==> src/rtl/click_classifier_if.sv <==
// Press-in / click-event-out bundle for click_classifier; evt_total exists only with CLICK_STATS_EN.
// slave = classifier side, master = button stage plus control logic side.
interface click_classifier_if #(
    parameter int CNT_W = 2
);
    logic             press;
    logic             evt_valid;
    logic             evt_ready;
    logic [CNT_W-1:0] evt_count;
    logic             drop;
`ifdef CLICK_STATS_EN
    logic [15:0]      evt_total;
`endif

    modport slave (
        input  press,
        input  evt_ready,
        output evt_valid,
        output evt_count,
        output drop
`ifdef CLICK_STATS_EN
        ,
        output evt_total
`endif
    );

    modport master (
        output press,
        output evt_ready,
        input  evt_valid,
        input  evt_count,
        input  drop
`ifdef CLICK_STATS_EN
        ,
        input  evt_total
`endif
    );
endinterface

==> src/rtl/click_classifier.sv <==
// Groups press pulses into bursts and emits one click-count event per burst; CLICK_STATS_EN adds evt_total.
// Latency: event WINDOW cycles after the last press, or the next cycle when the MAX_CLICKS-th press lands.
// Backpressure: event held until evt_ready; presses arriving while it waits are discarded with a drop pulse.
module click_classifier #(
    parameter int WINDOW     = 1000,
    parameter int MAX_CLICKS = 3,
    parameter int CNT_W      = 2,
    parameter int TMR_W      = 10
) (
    input  logic              clk,
    input  logic              rst,
    click_classifier_if.slave bus
);
    typedef enum logic [1:0] {
        ST_IDLE  = 2'd0,
        ST_COUNT = 2'd1,
        ST_HOLD  = 2'd2
    } state_t;

    localparam logic [CNT_W:0]   LP_MAX_EXT = (CNT_W+1)'(MAX_CLICKS);
    localparam logic [CNT_W-1:0] LP_MAX_CNT = CNT_W'(MAX_CLICKS);
    localparam logic [TMR_W-1:0] LP_TMO     = TMR_W'(WINDOW - 1);

    state_t           r_state;
    logic [CNT_W-1:0] r_clicks;
    logic [TMR_W-1:0] r_timer;
    logic             r_evt_valid;
    logic [CNT_W-1:0] r_evt_count;
    logic             r_drop;

    logic [CNT_W:0]   w_clicks_inc;
    logic             w_close_max;
    logic             w_timeout;
    logic             w_accept;

    // Compare one bit wider so clicks+1 cannot alias when MAX_CLICKS fills CNT_W.
    assign w_clicks_inc = {1'b0, r_clicks} + (CNT_W+1)'(1);
    assign w_close_max  = (w_clicks_inc == LP_MAX_EXT);
    assign w_timeout    = (r_timer == LP_TMO);
    assign w_accept     = (r_state == ST_HOLD) && r_evt_valid && bus.evt_ready;

    always_ff @(posedge clk or posedge rst) begin
        if (rst) begin
            r_state     <= ST_IDLE;
            r_clicks    <= '0;
            r_timer     <= '0;
            r_evt_valid <= 1'b0;
            r_evt_count <= '0;
            r_drop      <= 1'b0;
        end else begin
            r_drop <= 1'b0;
            case (r_state)
                ST_IDLE: begin
                    if (bus.press) begin
                        r_state  <= ST_COUNT;
                        r_clicks <= CNT_W'(1);
                        r_timer  <= '0;
                    end
                end
                ST_COUNT: begin
                    // A press on the timeout cycle is counted rather than closing the burst.
                    if (bus.press) begin
                        if (w_close_max) begin
                            r_state     <= ST_HOLD;
                            r_evt_valid <= 1'b1;
                            r_evt_count <= LP_MAX_CNT;
                        end else begin
                            r_clicks <= w_clicks_inc[CNT_W-1:0];
                            r_timer  <= '0;
                        end
                    end else if (w_timeout) begin
                        r_state     <= ST_HOLD;
                        r_evt_valid <= 1'b1;
                        r_evt_count <= r_clicks;
                    end else begin
                        r_timer <= r_timer + TMR_W'(1);
                    end
                end
                ST_HOLD: begin
                    if (w_accept) begin
                        r_evt_valid <= 1'b0;
                        if (bus.press) begin
                            r_state  <= ST_COUNT;
                            r_clicks <= CNT_W'(1);
                            r_timer  <= '0;
                        end else begin
                            r_state <= ST_IDLE;
                        end
                    end else if (bus.press) begin
                        r_drop <= 1'b1;
                    end
                end
                default: begin
                    r_state     <= ST_IDLE;
                    r_evt_valid <= 1'b0;
                end
            endcase
        end
    end

    assign bus.evt_valid = r_evt_valid;
    assign bus.evt_count = r_evt_count;
    assign bus.drop      = r_drop;

`ifdef CLICK_STATS_EN
    logic [15:0] r_evt_total;

    always_ff @(posedge clk or posedge rst) begin
        if (rst) begin
            r_evt_total <= '0;
        end else if (w_accept) begin
            r_evt_total <= r_evt_total + 16'd1;
        end
    end

    assign bus.evt_total = r_evt_total;
`endif
endmodule
==> src/flat_wrapper.sv <==
// flat-port wrapper written by rule: the top's interface ports become plain ports
module click_classifier_flat 
#(
    parameter int WINDOW     = 1000,
    parameter int MAX_CLICKS = 3,
    parameter int CNT_W      = 2,
    parameter int TMR_W      = 10
)
  (clk, rst, bus_press, bus_evt_ready, bus_evt_valid, bus_evt_count, bus_drop);
  click_classifier_if #(.CNT_W(CNT_W)) bus_i ();
  input  logic clk;
  input  logic rst;
  input wire logic [$bits(bus_i.press)-1:0] bus_press;
  input wire logic [$bits(bus_i.evt_ready)-1:0] bus_evt_ready;
  output wire logic [$bits(bus_i.evt_valid)-1:0] bus_evt_valid;
  output wire logic [$bits(bus_i.evt_count)-1:0] bus_evt_count;
  output wire logic [$bits(bus_i.drop)-1:0] bus_drop;
  assign bus_i.press = bus_press;
  assign bus_i.evt_ready = bus_evt_ready;
  assign bus_evt_valid = bus_i.evt_valid;
  assign bus_evt_count = bus_i.evt_count;
  assign bus_drop = bus_i.drop;
  click_classifier #(.WINDOW(WINDOW), .MAX_CLICKS(MAX_CLICKS), .CNT_W(CNT_W), .TMR_W(TMR_W)) u_core (.clk(clk), .rst(rst), .bus(bus_i));
endmodule
==> config.mk <==
export PLATFORM = sky130hd
export DESIGN_NAME = click_classifier_flat
export DESIGN_NICKNAME = d
export VERILOG_FILES = /design/src/rtl/click_classifier_if.sv /design/src/rtl/click_classifier.sv /design/src/flat_wrapper.sv
export SDC_FILE = /design/constraint.sdc
export NUM_CORES = 1
export LEC_CHECK = 0
export BUFFER_PORTS_ARGS = -buffer_cell sky130_fd_sc_hd__buf_2
export CAP_MARGIN = 0
export CORE_MARGIN = 1
export CORE_UTILIZATION = 45
export DETAILED_ROUTE_END_ITERATION = 8
export RECOVER_POWER = 25
export SLEW_MARGIN = 20
export SYNTH_ARGS = -nofsm -noshare
export SYNTH_HDL_FRONTEND = slang
export SYNTH_SLANG_ARGS = --single-unit
==> constraint.sdc <==
create_clock -name clk -period 2.5 [get_ports clk]
set_clock_uncertainty 0.1 [all_clocks]
set_input_delay 0.25 -clock clk [delete_from_list [all_inputs] [get_ports clk]]
set_output_delay 0.25 -clock clk [all_outputs]
set_load 0.05 [all_outputs]
==> results.py, run 1 <==
metrics = {
    "layout": {
        "area_growth_pct": 10.40,
        "stdcell_area_sq_mm": 0.001116,
        "nFillCells": 198,
        "n_antenna_cell": 0,
        "nNetsFinal": 121,
        "layout-drive-gt1-share_pct": 14.04,
        "fin_util_pct": 54.66,
        "instances_no_fill": 141,
    },
    "drt": {
        "num_vias": 855,
        "vias_per_cell": 6.064,
        "drt-pass1-iter-count": 4,
        "wl_per_cell_um": 13.93,
        "drc_errors": 0,
        "drt_iter0_drc": 29,
        "drt_wl_total_um": 1964,
        "ant_nets": 0,
    },
    "worst_setup_path": {
        "arrival_ns": 2.03,
        "worstPathRequired_ns": 2.64,
        "worst-path-buf-inv": 1,
        "cp_top_family": "compound AO/OA/AOI/OAI gates",
        "path_cells": "inv_1, ha_1, a21oi_1, o211ai_1, or4_1, a21oi_1",
        "cp_slowest_stage_delay_ns": 0.50,
        "path_class": "reg -> reg",
        "critPathMaxFanout": 5,
        "cp_slowest_cell": "or4_1",
        "cp.depth": 6,
        "critPathLaunchType": "flop",
        "crit_path_frequent_cell": "a21oi_1",
        "crit_path_end_kind": "flop",
        "reg2reg_depth": 6,
    },
    "timing": {
        "whs_ns": 0.2138,
        "hold_viol": 0,
        "tns_ns": 0,
        "grt_setup_unrepaired": "false",
        "relSlewSlack_pct": 53.75,
        "fmax_ghz": 0.5292,
        "post-route-period-util_pct": 75.59,
        "drv_slew": 0,
        "finalSetupViolCount": 0,
        "fin_crit_ns": 1.890,
        "worstMarginPinSlew_ns": 0.6930,
    },
    "place": {
        "placed_cell_area_sq_mm": 0.001071,
        "port-buffer-count": 7,
        "gp_congestion": 0.7853,
        "dp_cells": 136,
        "hpwl_um": 1452,
    },
    "yosys": {
        "synth_fa_ha_area_share_pct": 2.475,
        "synth_top_area_share_pct": 44.55,
        "synth_top_family_by_area": "simple AND/OR/NAND/NOR gates",
        "postSynthAreaPerCell_sq_um": 9.721,
        "synthSimpleGateAreaFrac_pct": 25.87,
        "yosys_most_used_dff": "dfrtp_1",
        "syn_area_sq_mm": 0.001011,
        "synth_compound_area_share_pct": 21.29,
        "synth.area.mux_share_pct": 3.094,
        "synth_nets": 110,
        "ys_seq_elements": 18,
        "synthDistinctLibCells": 41,
        "synth_edf_count": 0,
        "synth-xor-area-share_pct": 0,
        "synth_area_leaders": "dfrtp_1 (45%), o21ai_0 (3.0%), nand2_1 (2.6%)",
        "yosysWarnings": 0,
        "synth_cells": 104,
        "yosysSeqAreaShare_pct": 44.55,
        "async_reset_ff_share_pct": 100.0,
        "yosysTopAreaCell": "dfrtp_1",
    },
    "clock_tree": {
        "post_cts_buffers": 0,
        "clockBufferDepth": 2,
        "clkLatencyLatePin_ns": 0.30,
        "root_buffer": "clkbuf_4",
        "cts_buffers": 3,
        "htreeDepth": 1,
        "cts.clk_slew.worst_paths_ns": 0.11,
        "clkSinkCount": 18,
        "tritoncts": "yes",
    },
    "global_route": {
        "gr-usage-all-layers_pct": 19.40,
        "antenna_found_initial": 0,
        "grt_first_pass_wirelength_um": 3560,
        "grt_pass1_vias": 818,
        "grt_max_degree": 19,
        "gr-total-overflow": 0,
    },
    "run": {
        "maxCapViolations": 0,
    },
    "die": {
        "die_height_um": 49.40,
        "die_area_sq_mm": 0.002440,
        "io_pins": 8,
        "rows": 16,
        "start_util_pct": 49.51,
        "coreArea_sq_mm": 0.002042,
        "die_w_um": 49.40,
    },
    "pwr": {
        "p_sw_share_pct": 42.82,
        "irDropWorstVdd_uv": 494.7,
        "p_int_mw": 0.5935,
        "p_switching_mw": 0.4445,
        "p_seq_share_pct": 40.8,
        "power_leakage_nw": 0.5176,
        "clkPwrFrac_pct": 17.4,
        "power-per-cell-area_mw_per_mm2": 930.1,
        "power_frac_comb_pct": 41.8,
    },
    "status": {
        "outcome": "completed",
    },
    "hold_path": {
        "hold_path_depth": 2,
        "hold_path.class": "in -> reg",
    },
}
==> final cells by class <==
type	instances	area [sq um]	area share [%]
timing repair buffer	8	43.79	3.924
clock buffer	4	36.28	3.251
multi-input combinational	79	533.0	47.76
inverter	5	18.77	1.682
tap	27	33.78	3.027
sequential	18	450.4	40.36
==> per-layer routing <==
| metal | global-route usage, % | vias to the layer above | wire [um] |
|---|---|---|---|
| met1 | 25.10 | 406 | 985 |
| met4 | 5.238 | 0 | 0 |
| li1 | - | 425 | - |
| met2 | 31.51 | 24 | 886 |
| met3 | 5.607 | 0 | 92 |
| met5 | 0 | - | 0 |
==> flip-flops by register name, summed over array words and instances (netlist names) <==
name	flops
u_core.bus.evt_count	2
u_core.bus.drop	1
u_core.bus.evt_valid	1
u_core.r_clicks	2
u_core.r_state	2
u_core.r_timer	10
==> power by group through the flow <==
stage	logic (mW)	clock network, mW	registers [mW]
3_5_place_dp	0.431	0	0.428
2_1_floorplan	0.284	0	0.477
3_3_place_gp	0.432	0	0.425
4_1_cts	0.436	0.183	0.422
6_report	0.434	0.180	0.424
5_1_grt	0.488	0.200	0.436
==> stage by stage <==
stage          total power, mW  setup slack [ns]
2_1_floorplan           0.7603            0.7116
3_3_place_gp            0.8575            0.6801
3_5_place_dp            0.8594            0.6404
4_1_cts                  1.041            0.6143
5_1_grt                  1.123            0.4943
6_report                 1.038            0.6103
==> what timing repair did <==
action / 4_1_cts / 5_1_grt
endpoints found under the hold margin: 18 / 0
setup endpoints to repair: 0 / 0
hold buffers: 1 / 0
gates resized for setup: 0 / 0
==> cell families (layout without fill, tap and decap cells) <==
family / count (synthesis) / after routing
adders and majority gates: 2 / 2
AOI/OAI and AO/OA: 31 / 31
DFF: 18 / 18
buffers and inverters: 7 / 17
and+or+nand+nor: 43 / 43
muxes: 3 / 3
==> worst paths after layout <==
path / startpoint / endpoint / slack (ns)
max: u_core.r_clicks[0] / u_core.r_timer[7] / 0.61
max in group asynchronous: rst / u_core.r_timer[3] / 1.36
min: bus_press / u_core.bus.drop / 0.21
min reg2reg: u_core.r_timer[8] / u_core.r_timer[8] / 0.41
min in group asynchronous: rst / u_core.r_state[1] / 0.48
max reg2reg: u_core.r_clicks[0] / u_core.r_timer[7] / 0.61
==> cells in the mapped netlist (2+ instances only) <==
cell type	instances
a21oi_1	5
a31oi_1	4
a311oi_1	2
nand3_1	5
nor4_1	2
nand2b_1	4
nor2_1	5
o31ai_1	2
o211ai_1	2
dfrtp_1	18
inv_1	5
nand4_1	3
nand2_1	7
ha_1	2
a211oi_1	2
o21ai_0	6
mux2i_1	2
nor3b_1	2
and3_1	4
==> placed cells by master, fill, tap and decap left out, types with 2 or more instances in the layout <==
master    netlist  routed
nand3_1         5       5
nor3b_1         2       2
nand2_1         7       7
o31ai_1         2       2
a211oi_1        2       2
nand2b_1        4       4
inv_1           5       5
a21oi_1         5       5
o21ai_0         6       6
dfrtp_1        18      18
a31oi_1         4       4
clkbuf_4        0       3
a311oi_1        2       2
ha_1            2       2
nor2_1          5       5
mux2i_1         2       2
buf_2           1       6
o211ai_1        2       2
and3_1          4       4
nand4_1         3       3
nor4_1          2       2
Note: power is estimated with default switching activity, not from simulation.
==> inputs of run 2 (changes only) <==
--- a/config.mk
+++ b/config.mk
@@ -10,6 +10,7 @@
 export CORE_MARGIN = 1
 export CORE_UTILIZATION = 45
 export DETAILED_ROUTE_END_ITERATION = 8
+export PLACE_DENSITY = 0.65
 export RECOVER_POWER = 25
 export SLEW_MARGIN = 20
 export SYNTH_ARGS = -nofsm -noshare
==> constraint.sdc (replaced) <==
create_clock -name clk -period 1.55 [get_ports clk]
set_clock_uncertainty 0.1 [all_clocks]
set_input_delay 0.155 -clock clk [delete_from_list [all_inputs] [get_ports clk]]
set_output_delay 0.155 -clock clk [all_outputs]
set_load 0.05 [all_outputs]
==> run 2 against run 1 <==
Maximum frequency grew 11%. Global-route usage increased by 4.9 points. Largest power group unchanged. Critical endpoint unchanged. The flow now finishes with violations (setup timing). Clock-buffer cell count unchanged.
==> results.py, run 2 (same netlist as run 1, synthesis figures left out) <==
metrics = {
    "status": {
        "outcome": "complete, but fails checks",
        "violations": "setup timing",
    },
    "global_route": {
        "gr-usage-all-layers_pct": 24.32,
        "grt_pass1_vias": 1006,
        "grt_first_pass_wirelength_um": 4478,
        "antenna_found_initial": 0,
        "grt_max_degree": 19,
        "gr-total-overflow": 0,
    },
    "timing": {
        "whs_ns": 0.1550,
        "post-route-period-util_pct": 109.7,
        "relSlewSlack_pct": 71.34,
        "setup_ws_ns": -0.1501,
        "worstMarginPinSlew_ns": 0.4298,
        "grt_setup_unrepaired": "true",
        "fin_crit_ns": 1.700,
        "drv_slew": 0,
        "fmax_ghz": 0.5882,
        "hold_viol": 0,
        "finalSetupViolCount": 11,
    },
    "drt": {
        "num_vias": 999,
        "drt_wl_total_um": 2606,
        "drt_iter0_drc": 43,
        "vias_per_cell": 5.982,
        "drt-pass1-iter-count": 6,
        "drc_errors": 0,
        "wl_per_cell_um": 15.60,
        "ant_nets": 0,
    },
    "worst_setup_path": {
        "critPathLaunchType": "flop",
        "worstPathRequired_ns": 1.66,
        "startpoint": "u_core.r_timer[0]",
        "arrival_ns": 1.81,
        "worst_r2r_endpoint": "u_core.r_timer[7]",
        "crit_path_end_kind": "flop",
        "critPathMaxFanout": 4,
        "reg2reg_slack_ns": -0.15,
        "reg2reg_depth": 5,
        "rr_startpoint": "u_core.r_timer[0]",
        "path_class": "reg -> reg",
    },
    "pwr": {
        "power_leakage_nw": 0.6692,
        "finalPower_mw": 2.114,
        "irDropWorstVdd_uv": 1281,
        "power-per-cell-area_mw_per_mm2": 1448,
    },
    "layout": {
        "n_antenna_cell": 0,
        "layout-drive-gt1-share_pct": 45.71,
        "largest_register_ffs": 10,
        "instances_no_fill": 167,
        "nFillCells": 150,
        "nNetsFinal": 147,
        "area_growth_pct": 44.43,
        "final_common_cell": "buf_4",
        "regMostFlops": "u_core.r_timer",
        "final_cell_mix": "buf_4 (21), dfrtp_1 (16), buf_2 (7)",
    },
    "place": {
        "port-buffer-count": 7,
        "gp_congestion": 0.8400,
        "dp_cells": 161,
        "post-place-ws_ns": -0.1845,
        "hpwl_um": 1872,
    },
    "die": {
        "start_util_pct": 49.51,
        "die_w_um": 49.40,
        "die_height_um": 49.40,
        "coreArea_sq_mm": 0.002042,
        "rows": 16,
        "die_area_sq_mm": 0.002440,
        "io_pins": 8,
    },
    "clock_tree": {
        "tritoncts": "yes",
        "clkLatencyLatePin_ns": 0.28,
        "htreeDepth": 1,
        "root_buffer": "clkbuf_4",
        "cts.clk_slew.worst_paths_ns": 0.09,
        "cts_buffers": 3,
        "clkSinkCount": 18,
        "clockBufferDepth": 2,
    },
    "hold_path": {
        "hold_path_depth": 2,
        "hp-start": "bus_press",
        "hold_path.class": "in -> reg",
        "holdPathEnd": "u_core.bus.drop",
    },
    "run": {
        "maxCapViolations": 0,
    },
}
[run 2: changes by cell type in the layout (fill, tap and decap cells not counted), sizes merged]
cell,change
buf,+25
clkbuf,+1
[run 2: through the flow]
stage	instance area [sq um]	TNS [ns]	util, %
final	1460	-0.7180	71.51
after CTS	1390	-0.8088	68.08
after detailed placement	1269	-1.017	62.13
after global placement	1269	-0.3704	62.13
after global routing	1460	-1.508	71.51
after floorplan	1021	-0.1214	-
[run 2: area by class of cell]
class	count	area, sq um	area share, %
Clock buffer	4	26.28	1.799
Inverter	5	18.77	1.285
Timing Repair Buffer	34	246.5	16.88
Multi-Input combinational cell	79	681.9	46.70
Tap cell	27	33.78	2.314
Sequential cell	18	452.9	31.02
[run 2: repair_timing]
action / in CTS / in global routing
pin swaps: 7 / 11
setup endpoints to repair: 14 / 16
gates resized for setup: 18 / 13
hold buffers: 1 / 0
hold endpoints to repair: 18 / 0
setup buffers: 1 / 1
[run 2: worst max-delay path by stage]
stage                                      end  slack (ns)  depth (start not counted)
after detailed placement  u_core.bus.evt_valid       -0.18                          6
after global routing         u_core.r_timer[7]       -0.20                          6
after floorplan              u_core.r_timer[7]       -0.09                          6
after CTS                    u_core.r_timer[7]       -0.16                          6
after global placement       u_core.r_timer[7]       -0.10                          6
final                        u_core.r_timer[7]       -0.15                          5
[run 2: worst max-delay path, cell delays in order, from the launching register on]
cell and delay, ns:
dfrtp_1 0.39, ha_2 0.19, and4bb_4 0.22, and4_4 0.20
or4_1 0.39, a21oi_1 0.13
[run 2: where the power goes]
| part | internal [mW] | total, mW | switching (mW) | leakage [nW] |
|---|---|---|---|---|
| logic | 0.514 | 1.21 | 0.698 | 0.422 |
| registers | 0.576 | 0.674 | 0.0984 | 0.232 |
| clock network | 0.0999 | 0.228 | 0.128 | 0.0150 |
[run 2: metal layers]
metal | share of wire, % | track usage [%] | vias up
li1 | - | - | 477
met1 | 45 | 30.83 | 474
met2 | 50 | 42.01 | 46
met3 | 5.0 | 4.984 | 2
met4 | 0.50 | 6.190 | 0
met5 | 0 | 0 | -
